[src/rtl/libv_pkg.sv]
// Shared library package: constants and small helpers used across libv stream blocks.
package libv_pkg;

    localparam int unsigned LIBV_SKID_DEPTH = 2;
    localparam int unsigned LIBV_MAX_N      = 32;

    // True when at most one bit of v is set; narrower vectors are zero-extended by the caller.
    function automatic logic is_onehot0(input logic [LIBV_MAX_N-1:0] v);
        return ((v & (v - 32'd1)) == 32'd0);
    endfunction

endpackage

[src/rtl/libv_stream_demux_if.sv]
// Handshake bundle of the stream demux: one producer-side stream and N consumer-side streams.
interface libv_stream_demux_if #(
    parameter int N = 4,
    parameter int W = 32
);
    logic                  in_vld;
    logic [N-1:0]          in_sel;
    logic [W-1:0]          in_w;
    logic                  in_rdy;
    logic [N-1:0]          out_vld;
    logic [N-1:0][W-1:0]   out_w;
    logic [N-1:0]          out_rdy;
    logic                  err_sel;

    modport master (
        output in_vld, in_sel, in_w, out_rdy,
        input  in_rdy, out_vld, out_w, err_sel
    );

    modport slave (
        input  in_vld, in_sel, in_w, out_rdy,
        output in_rdy, out_vld, out_w, err_sel
    );
endinterface

[src/rtl/libv_stream_demux_chk.sv]
// Protocol checkers for the 2-entry skid buffer and the demux push decode.
module libv_stream_skid2_chk
    import libv_pkg::*;
#(
    parameter int W = 32
) (
    input logic         clk,
    input logic         arst_n,
    input logic [1:0]   cnt,
    input logic         push,
    input logic         full,
    input logic         out_vld,
    input logic         out_rdy,
    input logic [W-1:0] out_w
);
    a_cnt_max: assert property (@(posedge clk) disable iff (!arst_n) cnt <= 2'd2);
    a_no_push_full: assert property (@(posedge clk) disable iff (!arst_n) !(push && full));
    a_head_stable: assert property (@(posedge clk) disable iff (!arst_n)
        (out_vld && !out_rdy) |=> $stable(out_w));
endmodule

module libv_stream_demux_chk
    import libv_pkg::*;
#(
    parameter int N = 4
) (
    input logic         clk,
    input logic         arst_n,
    input logic         in_vld,
    input logic         in_rdy,
    input logic [N-1:0] in_sel,
    input logic [N-1:0] push,
    input logic [N-1:0] rdy,
    input logic [N-1:0] full,
    input logic [N-1:0] empty
);
    // A broadcast lands in every selected channel or in none of them.
    a_atomic: assert property (@(posedge clk) disable iff (!arst_n)
        push == ((in_vld && in_rdy) ? in_sel : {N{1'b0}}));
    a_rdy_full: assert property (@(posedge clk) disable iff (!arst_n) rdy == ~full);

    for (genvar i = 0; i < N; i++) begin : g_state
        a_full_empty: assert property (@(posedge clk) disable iff (!arst_n)
            is_onehot0({{(LIBV_MAX_N-2){1'b0}}, full[i], empty[i]}));
    end
endmodule

[src/rtl/libv_stream_skid2.sv]
// Two-entry FIFO with valid/ready on both sides; full/empty are registered so the
// upstream ready never depends combinationally on the downstream ready.
module libv_stream_skid2
    import libv_pkg::*;
#(
    parameter int W = 32
) (
    input  logic         clk,
    input  logic         arst_n,
    input  logic         in_vld,
    output logic         in_rdy,
    input  logic [W-1:0] in_w,
    output logic         out_vld,
    input  logic         out_rdy,
    output logic [W-1:0] out_w,
    output logic         full,
    output logic         empty
);
    logic [W-1:0] mem_r [LIBV_SKID_DEPTH];
    logic         wptr_r;
    logic         rptr_r;
    logic [1:0]   cnt_r;
    logic [1:0]   cnt_nxt_s;
    logic         full_r;
    logic         empty_r;
    logic         push_s;
    logic         pop_s;

    assign push_s  = in_vld & ~full_r;
    assign pop_s   = out_rdy & ~empty_r;
    assign in_rdy  = ~full_r;
    assign out_vld = ~empty_r;
    assign out_w   = mem_r[rptr_r];
    assign full    = full_r;
    assign empty   = empty_r;

    // Next occupancy; simultaneous push and pop leaves the count unchanged.
    always_comb begin
        cnt_nxt_s = cnt_r;
        case ({push_s, pop_s})
            2'b10:   cnt_nxt_s = cnt_r + 2'd1;
            2'b01:   cnt_nxt_s = cnt_r - 2'd1;
            default: cnt_nxt_s = cnt_r;
        endcase
    end

    // Storage, pointers and occupancy flags.
    always_ff @(posedge clk or negedge arst_n) begin
        if (!arst_n) begin
            for (int k = 0; k < LIBV_SKID_DEPTH; k++) begin
                mem_r[k] <= {W{1'b0}};
            end
            wptr_r  <= 1'b0;
            rptr_r  <= 1'b0;
            cnt_r   <= 2'd0;
            full_r  <= 1'b0;
            empty_r <= 1'b1;
        end else begin
            if (push_s) begin
                mem_r[wptr_r] <= in_w;
                wptr_r        <= ~wptr_r;
            end
            if (pop_s) begin
                rptr_r <= ~rptr_r;
            end
            cnt_r   <= cnt_nxt_s;
            full_r  <= (cnt_nxt_s == 2'd2);
            empty_r <= (cnt_nxt_s == 2'd0);
        end
    end

    libv_stream_skid2_chk #(.W(W)) u_chk (
        .clk     (clk),
        .arst_n  (arst_n),
        .cnt     (cnt_r),
        .push    (in_vld),
        .full    (full_r),
        .out_vld (~empty_r),
        .out_rdy (out_rdy),
        .out_w   (out_w)
    );
endmodule

[src/rtl/libv_stream_demux.sv]
// One-hot steered stream demux: one producer fans out to N buffered consumers;
// multi-hot selects broadcast, an all-zero select drops the beat and flags err_sel.
module libv_stream_demux #(
    parameter int N = 4,
    parameter int W = 32
) (
    input  logic                 clk,
    input  logic                 arst_n,
    libv_stream_demux_if.slave   bus
);
    logic [N-1:0]        full_s;
    logic [N-1:0]        empty_s;
    logic [N-1:0]        rdy_s;
    logic [N-1:0]        push_s;
    logic [N-1:0]        vld_s;
    logic [N-1:0][W-1:0] w_s;
    logic                sel_none_s;
    logic                in_rdy_s;
    logic                accept_s;
    logic                err_sel_r;

    // Ready depends only on the select and registered fullness, never on out_rdy.
    assign sel_none_s = (bus.in_sel == {N{1'b0}});
    assign in_rdy_s   = sel_none_s | (&(~bus.in_sel | ~full_s));
    assign accept_s   = bus.in_vld & in_rdy_s;

    assign bus.in_rdy  = in_rdy_s;
    assign bus.out_vld = vld_s;
    assign bus.out_w   = w_s;
    assign bus.err_sel = err_sel_r;

    // Push enables: all selected channels together, or none.
    always_comb begin
        push_s = {N{1'b0}};
        if (accept_s) begin
            push_s = bus.in_sel;
        end else begin
            push_s = {N{1'b0}};
        end
    end

    // One-cycle pulse after a beat with an empty select was swallowed.
    always_ff @(posedge clk or negedge arst_n) begin
        if (!arst_n) begin
            err_sel_r <= 1'b0;
        end else begin
            err_sel_r <= bus.in_vld & sel_none_s;
        end
    end

    for (genvar i = 0; i < N; i++) begin : g_ch
        libv_stream_skid2 #(.W(W)) u_skid (
            .clk     (clk),
            .arst_n  (arst_n),
            .in_vld  (push_s[i]),
            .in_rdy  (rdy_s[i]),
            .in_w    (bus.in_w),
            .out_vld (vld_s[i]),
            .out_rdy (bus.out_rdy[i]),
            .out_w   (w_s[i]),
            .full    (full_s[i]),
            .empty   (empty_s[i])
        );
    end

    libv_stream_demux_chk #(.N(N)) u_chk (
        .clk    (clk),
        .arst_n (arst_n),
        .in_vld (bus.in_vld),
        .in_rdy (in_rdy_s),
        .in_sel (bus.in_sel),
        .push   (push_s),
        .rdy    (rdy_s),
        .full   (full_s),
        .empty  (empty_s)
    );
endmodule

[src/flat_wrapper.sv]
// flat-port wrapper written by rule: the top's interface ports become plain ports
module libv_stream_demux_flat 
#(
    parameter int N = 4,
    parameter int W = 32
)
  (clk, arst_n, bus_in_vld, bus_in_sel, bus_in_w, bus_out_rdy, bus_in_rdy, bus_out_vld, bus_out_w, bus_err_sel);
  libv_stream_demux_if #(.N(N), .W(W)) bus_i ();
  input  logic clk;
  input  logic arst_n;
  input wire logic [$bits(bus_i.in_vld)-1:0] bus_in_vld;
  input wire logic [$bits(bus_i.in_sel)-1:0] bus_in_sel;
  input wire logic [$bits(bus_i.in_w)-1:0] bus_in_w;
  input wire logic [$bits(bus_i.out_rdy)-1:0] bus_out_rdy;
  output wire logic [$bits(bus_i.in_rdy)-1:0] bus_in_rdy;
  output wire logic [$bits(bus_i.out_vld)-1:0] bus_out_vld;
  output wire logic [$bits(bus_i.out_w)-1:0] bus_out_w;
  output wire logic [$bits(bus_i.err_sel)-1:0] bus_err_sel;
  assign bus_i.in_vld = bus_in_vld;
  assign bus_i.in_sel = bus_in_sel;
  assign bus_i.in_w = bus_in_w;
  assign bus_i.out_rdy = bus_out_rdy;
  assign bus_in_rdy = bus_i.in_rdy;
  assign bus_out_vld = bus_i.out_vld;
  assign bus_out_w = bus_i.out_w;
  assign bus_err_sel = bus_i.err_sel;
  libv_stream_demux #(.N(N), .W(W)) u_core (.clk(clk), .arst_n(arst_n), .bus(bus_i));
endmodule
[config.mk]
export PLATFORM = sky130hd
export DESIGN_NAME = libv_stream_demux_flat
export DESIGN_NICKNAME = d
export VERILOG_FILES = /design/src/rtl/libv_pkg.sv /design/src/rtl/libv_stream_demux_if.sv /design/src/rtl/libv_stream_demux_chk.sv /design/src/rtl/libv_stream_skid2.sv /design/src/rtl/libv_stream_demux.sv /design/src/flat_wrapper.sv
export SDC_FILE = /design/constraint.sdc
export NUM_CORES = 1
export LEC_CHECK = 0
export CAP_MARGIN = 20
export CORE_MARGIN = 5
export CORE_UTILIZATION = 55
export DETAILED_ROUTE_END_ITERATION = 12
export GPL_TIMING_DRIVEN = 0
export PLACE_DENSITY = 0.8
export SYNTH_ARGS = -nofsm -noshare
export SYNTH_HDL_FRONTEND = slang
export SYNTH_SLANG_ARGS = --single-unit
[constraint.sdc]
create_clock -name clk -period 2.4 [get_ports clk]
set_input_delay 0.48 -clock clk [delete_from_list [all_inputs] [get_ports clk]]
set_output_delay 0.48 -clock clk [all_outputs]
set_load 0.03 [all_outputs]
==> results of run 1 <==
[path summary, 6_finish.rpt]
check                                             endpoint  slack (ns)                             from  cells after the start
min                        u_core.g_ch[0].u_skid.mem_r[54]        0.49  u_core.g_ch[0].u_skid.mem_r[54]                      1
min reg2reg                u_core.g_ch[0].u_skid.mem_r[54]        0.49  u_core.g_ch[0].u_skid.mem_r[54]                      1
min in group asynchronous               u_core.bus.err_sel        0.50                           arst_n                      2
max                                           bus_out_w[2]        0.04     u_core.g_ch[0].u_skid.rptr_r                      4
max reg2reg                    u_core.g_ch[2].u_skid.empty        0.16       u_core.g_ch[0].u_skid.full                      7
max in group asynchronous  u_core.g_ch[3].u_skid.mem_r[17]        1.00                           arst_n                      3
[metal layers]
metal	global-route usage (%)	share of wire, %
met1	30.26	45
met2	36.70	49
met3	3.776	4.0
met4	4.537	2.0
met5	0	0.046
[report_power, final]
group	switching [W]	total (W)	leakage, nW	internal (W)
sequential	0.00125	0.00842	3.36	0.00717
combinational	0.00691	0.0133	3.37	0.00644
clock	0.00181	0.00431	0.461	0.00251
total	0.00997	0.0261	7.19	0.0161
[placed cells by master (no fill, tap or decap), drive strengths merged]
cell type and count:
o21ai 4, mux2 384, clkdlybuf4s15 84, clkdlybuf4s50 46, and2 6, dfrtp 277
dlygate4sd3 1, and2b 1, clkinvlp 1, a21oi 4, a22oi 2, bufinv 1
or3 4, and3b 4, xor2 4, dlygate4sd2 12, buf 55, inv 4
ha 4, xnor2 12, nand2 4, nor2b 11, clkinv 10, clkbuf 74
dfstp 4, nand4 12, nor4 1
[cell usage after synthesis, drive strengths merged]
master	count	area [um^2]
ha	4	50.05
inv	4	15.01
nand2	4	15.01
xor2	4	35.03
o21ai	4	20.02
nand4	12	150.1
buf	31	245.2
xnor2	12	105.1
and3b	4	35.03
clkbuf	16	60.06
a21oi	4	20.02
mux2	384	4606
nor2b	11	68.82
dfrtp	277	6932
nor4	1	6.260
and2b	1	7.510
dfstp	4	105.1
a22oi	2	25.02
or3	4	25.02
and2	6	37.54
[logic make-up after synthesis]
logic type      after synthesis  share of synthesized area, %
compound gates               10                        0.5179
fa+ha+maj                     4                        0.3984
buf+inv                      51                         2.549
simple gates                 43                         2.749
xor+xnor                     16                         1.115
mux                         384                         36.66
flops                       281                         56.01
[sequential cells by signal, summed over array words and instances, names as in the netlist]
name	cells
u_core.bus.err_sel	1
u_core.g_ch.u_skid.cnt_r	8
u_core.g_ch.u_skid.empty	4
u_core.g_ch.u_skid.full	4
u_core.g_ch.u_skid.mem_r	256
u_core.g_ch.u_skid.rptr_r	4
u_core.g_ch.u_skid.wptr_r	4
[area by class of cell]
cell class              count  area, um^2
plain buffers              43       469.2
fillers                  1542        6716
inverters                   4       15.01
well taps                 285       356.6
clock inverters            12       87.58
clock buffers              41       830.8
flip-flops and latches    281        7042
multi-input cells         457        5206
repair buffers            188        1848
[stage by stage]
| step | std cells | TNS [ns] | power, W |
|---|---|---|---|
| CTS | 1308 | -0.5552 | 0.02645 |
| floorplan | 789 | 0 | 0.01730 |
| global placement | 1250 | -3177.67 | 0.02198 |
| finish | 1311 | 0 | 0.02608 |
| detailed placement | 1252 | -46.41 | 0.02225 |
| global route | 1311 | 0 | 0.02744 |
[critical path, delay by kind of cell, from the launching register on]
family / cells / cell delay (ns)
flops: 1 / 0.37
mux: 1 / 0.33
buf+inv: 3 / 0.65
[timing repair]
| item | 4_1_cts | 5_1_grt |
|---|---|---|
| setup buffers | 6 | 3 |
| resized for setup | 364 | 63 |
| endpoints found under the hold margin | 67 | 0 |
| hold buffers | 1 | 0 |
| gates cloned | 0 | 0 |
| pin swaps | 2 | 0 |
| endpoints found under the setup margin | 129 | 60 |
==> out/summary.txt, run 1 <==
Run status = completed
Net count reported at finish = 1051
Iteration count of the initial detailed-routing pass = 4
Proportion of synthesized chip area in sequential cells = 56.01%
Core Region = 22570 um^2
Number of H-tree levels = 1
Initial core utilization = 55.66%
Final hold viol count = 0
Count of buffers inserted at the top-level ports = 176
Number of remaining DRC errors = 0
RSZ-0062 raised after global routing = false
Inserted Clock Buffers = 29
Worst Path Class, Setup = reg -> out
Required time at the worst-slack endpoint = 1.92 ns
Area of the mapped netlist = 12560 um^2
Data arrival time of the critical path = 1.88 ns
Transition time at the pin with the least slew margin = 0.5566 ns
Via count = 7170
Area growth from synthesis to final layout = 26.20%
Detailed-placement wirelength estimate = 18620 um
Tot GR Track Use = 21.83%
Insertion delay to the later sink of the worst-skew pair = 0.53 ns
Site row count = 55
Final Cycle Share = 98.37%
#FFs+latches synth = 281
Largest net degree at the start of global routing = 108
Syn Inst Count = 789
Boundary pin count = 177
Worst Hold Slack = 0.4876 ns
Detail-routed via count per cell = 5.469
Routability-driven placement congestion ratio = 0.7380
Kind of start point of the critical path = register
Count of endpoints failing setup in the final report = 0
Antenna Diode Count = 0
Total routed wirelength = 27980 um
Vias in the first global route = 7974
CTS tree = built
Maximum root-to-sink buffer count = 3
Maximum Capacitance Violations = 0
Pins over their slew limit = 0
Floorplan die height = 161.1 um
Clock Pin Slew Worst Setup and Hold Paths = 0.06 ns
Antenna-violating nets left = 0
Fraction of the core area covered by cells at the end of the flow = 70.24%
Standard cell area after detailed placement = 14740 um^2
Worst clock skew = 0.008443 ns
Net count after synthesis = 836
Maximum VDD drop = 0.9961 mV
Die X = 161.1 um
Master cell of the clock root buffer = clkbuf_16
Starting DRC count in detailed routing = 265
Slew Limit Headroom = 62.89%
Clock period minus worst slack = 2.361 ns
Post-route cell area = 15860 um^2
Final Worst Setup Slack = 0.03922 ns
Floorplan die area = 25960 um^2
Power per unit of standard cell area = 1645 nW/um^2
Grt ovf = 0
Proportion of layout cells with a drive suffix above 1 = 52.83%
Global-route wire length before repair = 45370 um
Largest stage delay on the critical path = 0.37 ns
Cell with the largest stage delay on the worst path = dfrtp_2
Distinct cell type count of the synthesized netlist = 25
Highest attainable clock frequency = 423.6 MHz
Number of clock sinks seen by CTS = 281
Worst setup slack after placement = -0.4590 ns
Initial antenna violation count = 1
Leak = 7.185 nW
Routed WL per cell = 21.34 um
Setup crit end kind = output pin
Cell breakdown of the critical path = buf_12 > clkbuf_16 > mux2_2 > clkdlybuf4s15_1
Avg Synthesized Cell Area = 15.92 um^2
Min-delay worst type = reg -> reg
Crit path max fanout = 10
Yosys warning count = 0
(Power assumes the default switching activity.)
==> run 2, diff against run 1 <==
- GPL_TIMING_DRIVEN: 0 -> default
==> run 2 against run 1 <==
  * Setup slack worse by 0.015 ns
  * Die area unchanged
  * Routed wire length shrank 0.14%
  * Utilization is 1.0 points lower
  * Critical endpoint is now bus_out_w[96]
  * Largest cell class unchanged
  * Highest routed layer unchanged
==> out/summary.txt, run 2 (synthesis gave the netlist of run 1 again) <==
Run status = completed
Pins over their slew limit = 0
Leak = 7.208 nW
Clock period minus worst slack = 2.376 ns
Via count = 7143
Initial core utilization = 55.66%
Transition time at the pin with the least slew margin = 0.4143 ns
Boundary pin count = 177
Starting DRC count in detailed routing = 225
Routed WL per cell = 21.58 um
Routability-driven placement congestion ratio = 0.7563
Number of H-tree levels = 1
Area growth from synthesis to final layout = 24.33%
Count of endpoints failing setup in the final report = 0
Net count reported at finish = 1040
Detail-routed via count per cell = 5.516
CTS tree = built
Register-to-Register Setup Slack = 0.31 ns
Number of remaining DRC errors = 0
Maximum Capacitance Violations = 0
Floorplan die area = 25960 um^2
Site row count = 55
Largest register FFs = 256
Worst Path Class, Setup = reg -> out
Top Registers = u_core.g_ch.u_skid.mem_r (256), u_core.g_ch.u_skid.cnt_r (8)
Top reg by flops = u_core.g_ch.u_skid.mem_r
Core Region = 22570 um^2
Endpoint of the worst setup timing path = bus_out_w[96]
Power per unit of standard cell area = 1637 nW/um^2
Global-route wire length before repair = 45330 um
Grt ovf = 0
Worst clock skew = 0.01458 ns
Reg-to-reg critical path endpoint = u_core.g_ch[0].u_skid.empty
Maximum VDD drop = 1.122 mV
Detailed-placement wirelength estimate = 18030 um
Kind of start point of the critical path = register
Count of buffers inserted at the top-level ports = 176
Proportion of layout cells with a drive suffix above 1 = 46.44%
Iteration count of the initial detailed-routing pass = 4
Min-delay worst type = in -> async
Antenna-violating nets left = 0
Commonest cells after routing, fill and taps aside = dfrtp_1, mux2_2, mux2_1, mux2_4, dlygate4sd2_1
Initial antenna violation count = 1
Clock Pin Slew Worst Setup and Hold Paths = 0.06 ns
Master cell of the clock root buffer = clkbuf_16
Insertion delay to the later sink of the worst-skew pair = 0.53 ns
Data arrival time of the critical path = 1.90 ns
Crit path max fanout = 16
Final hold viol count = 0
Number of clock sinks seen by CTS = 281
Die X = 161.1 um
Worst flop-to-flop path startpoint = u_core.g_ch[0].u_skid.full
Leading cell type in the layout, fill and taps excluded = dfrtp_1
Cell count of the worst reg-to-reg path = 6
Required time at the worst-slack endpoint = 1.92 ns
Vias in the first global route = 7999
Inserted Clock Buffers = 29
Highest attainable clock frequency = 420.9 MHz
Largest net degree at the start of global routing = 62
Sequential cell area in the final layout = 7042 um^2
Total routed wirelength = 27940 um
RSZ-0062 raised after global routing = true
Floorplan die height = 161.1 um
Power, Total = 0.02557 W
Multi-input gate area = 5206 um^2
Setup crit end kind = output pin
Final Cycle Share = 99.01%
Antenna Diode Count = 0
Filler cells = 1628
Slew Limit Headroom = 72.38%
Tot GR Track Use = 21.93%
Fraction of the core area covered by cells at the end of the flow = 69.20%
Maximum root-to-sink buffer count = 3
Crit path from = u_core.g_ch[3].u_skid.rptr_r
[run 2: report_power, final]
group          total (W)  switching, W  leakage, nW  internal [W]
Clock            0.00426       0.00176        0.454       0.00250
Combinational     0.0129       0.00691         3.40       0.00599
Sequential       0.00841       0.00124         3.36       0.00717
Total             0.0256       0.00991         7.21        0.0157
[run 2: area by class of cell]
class                           count  area share (%)
Clock buffer                       43           5.623
Clock inverter                      5          0.1842
Inverter                            4         0.09612
Multi-Input combinational cell    457           33.33
Sequential cell                   281           45.08
Tap cell                          285           2.283
Timing Repair Buffer              220           13.40
[run 2: metrics by stage]
step                hold WS (ns)  setup TNS (ns)  setup slack (ns)  cells  instance area (um^2)
floorplan                 0.1844               0            0.3066    789                 12560
global placement          0.4226         -0.3047          -0.07987   1245                 14900
detailed placement        0.4247         -0.9120           -0.1125   1245                 14900
CTS                       0.4521         -0.3438          -0.05056   1295                 15740
global route              0.5012         -0.1616          -0.02081   1295                 15620
finish                    0.4517               0           0.02388   1295                 15620
[run 2: metal layers]
| layer | wire (um) | vias up | track usage (%) |
|---|---|---|---|
| met5 | 13 | - | 0 |
| met2 | 13890 | 137 | 37.28 |
| met4 | 541 | 2 | 4.692 |
| met3 | 1255 | 39 | 4.644 |
| met1 | 12240 | 3718 | 29.42 |
| li1 | - | 3247 | - |
[run 2: worst min-delay path by stage]
stage	to	slack [ns]	cells past startpoint
after floorplan	u_core.bus.err_sel	0.18	0
after detailed placement	u_core.g_ch[2].u_skid.cnt_r[0]	0.42	1
after global placement	u_core.g_ch[2].u_skid.cnt_r[0]	0.42	1
final	u_core.g_ch[2].u_skid.cnt_r[0]	0.45	2
after CTS	u_core.g_ch[0].u_skid.cnt_r[0]	0.45	2
after global routing	u_core.g_ch[0].u_skid.cnt_r[0]	0.50	2
[run 2: critical path, stage by stage (launching register included)]
cell             delay, ns
dfrtp_2               0.41
buf_12                0.12
buf_16                0.16
mux2_2                0.37
clkdlybuf4s15_2       0.29
[run 2: what timing repair did]
action,4_1_cts,5_1_grt
resized for setup,176,77
hold buffers,1,0
setup endpoints to repair,127,71
gates cloned,1,0
endpoints found under the hold margin,41,0
pin swaps,0,1
setup buffers,0,1
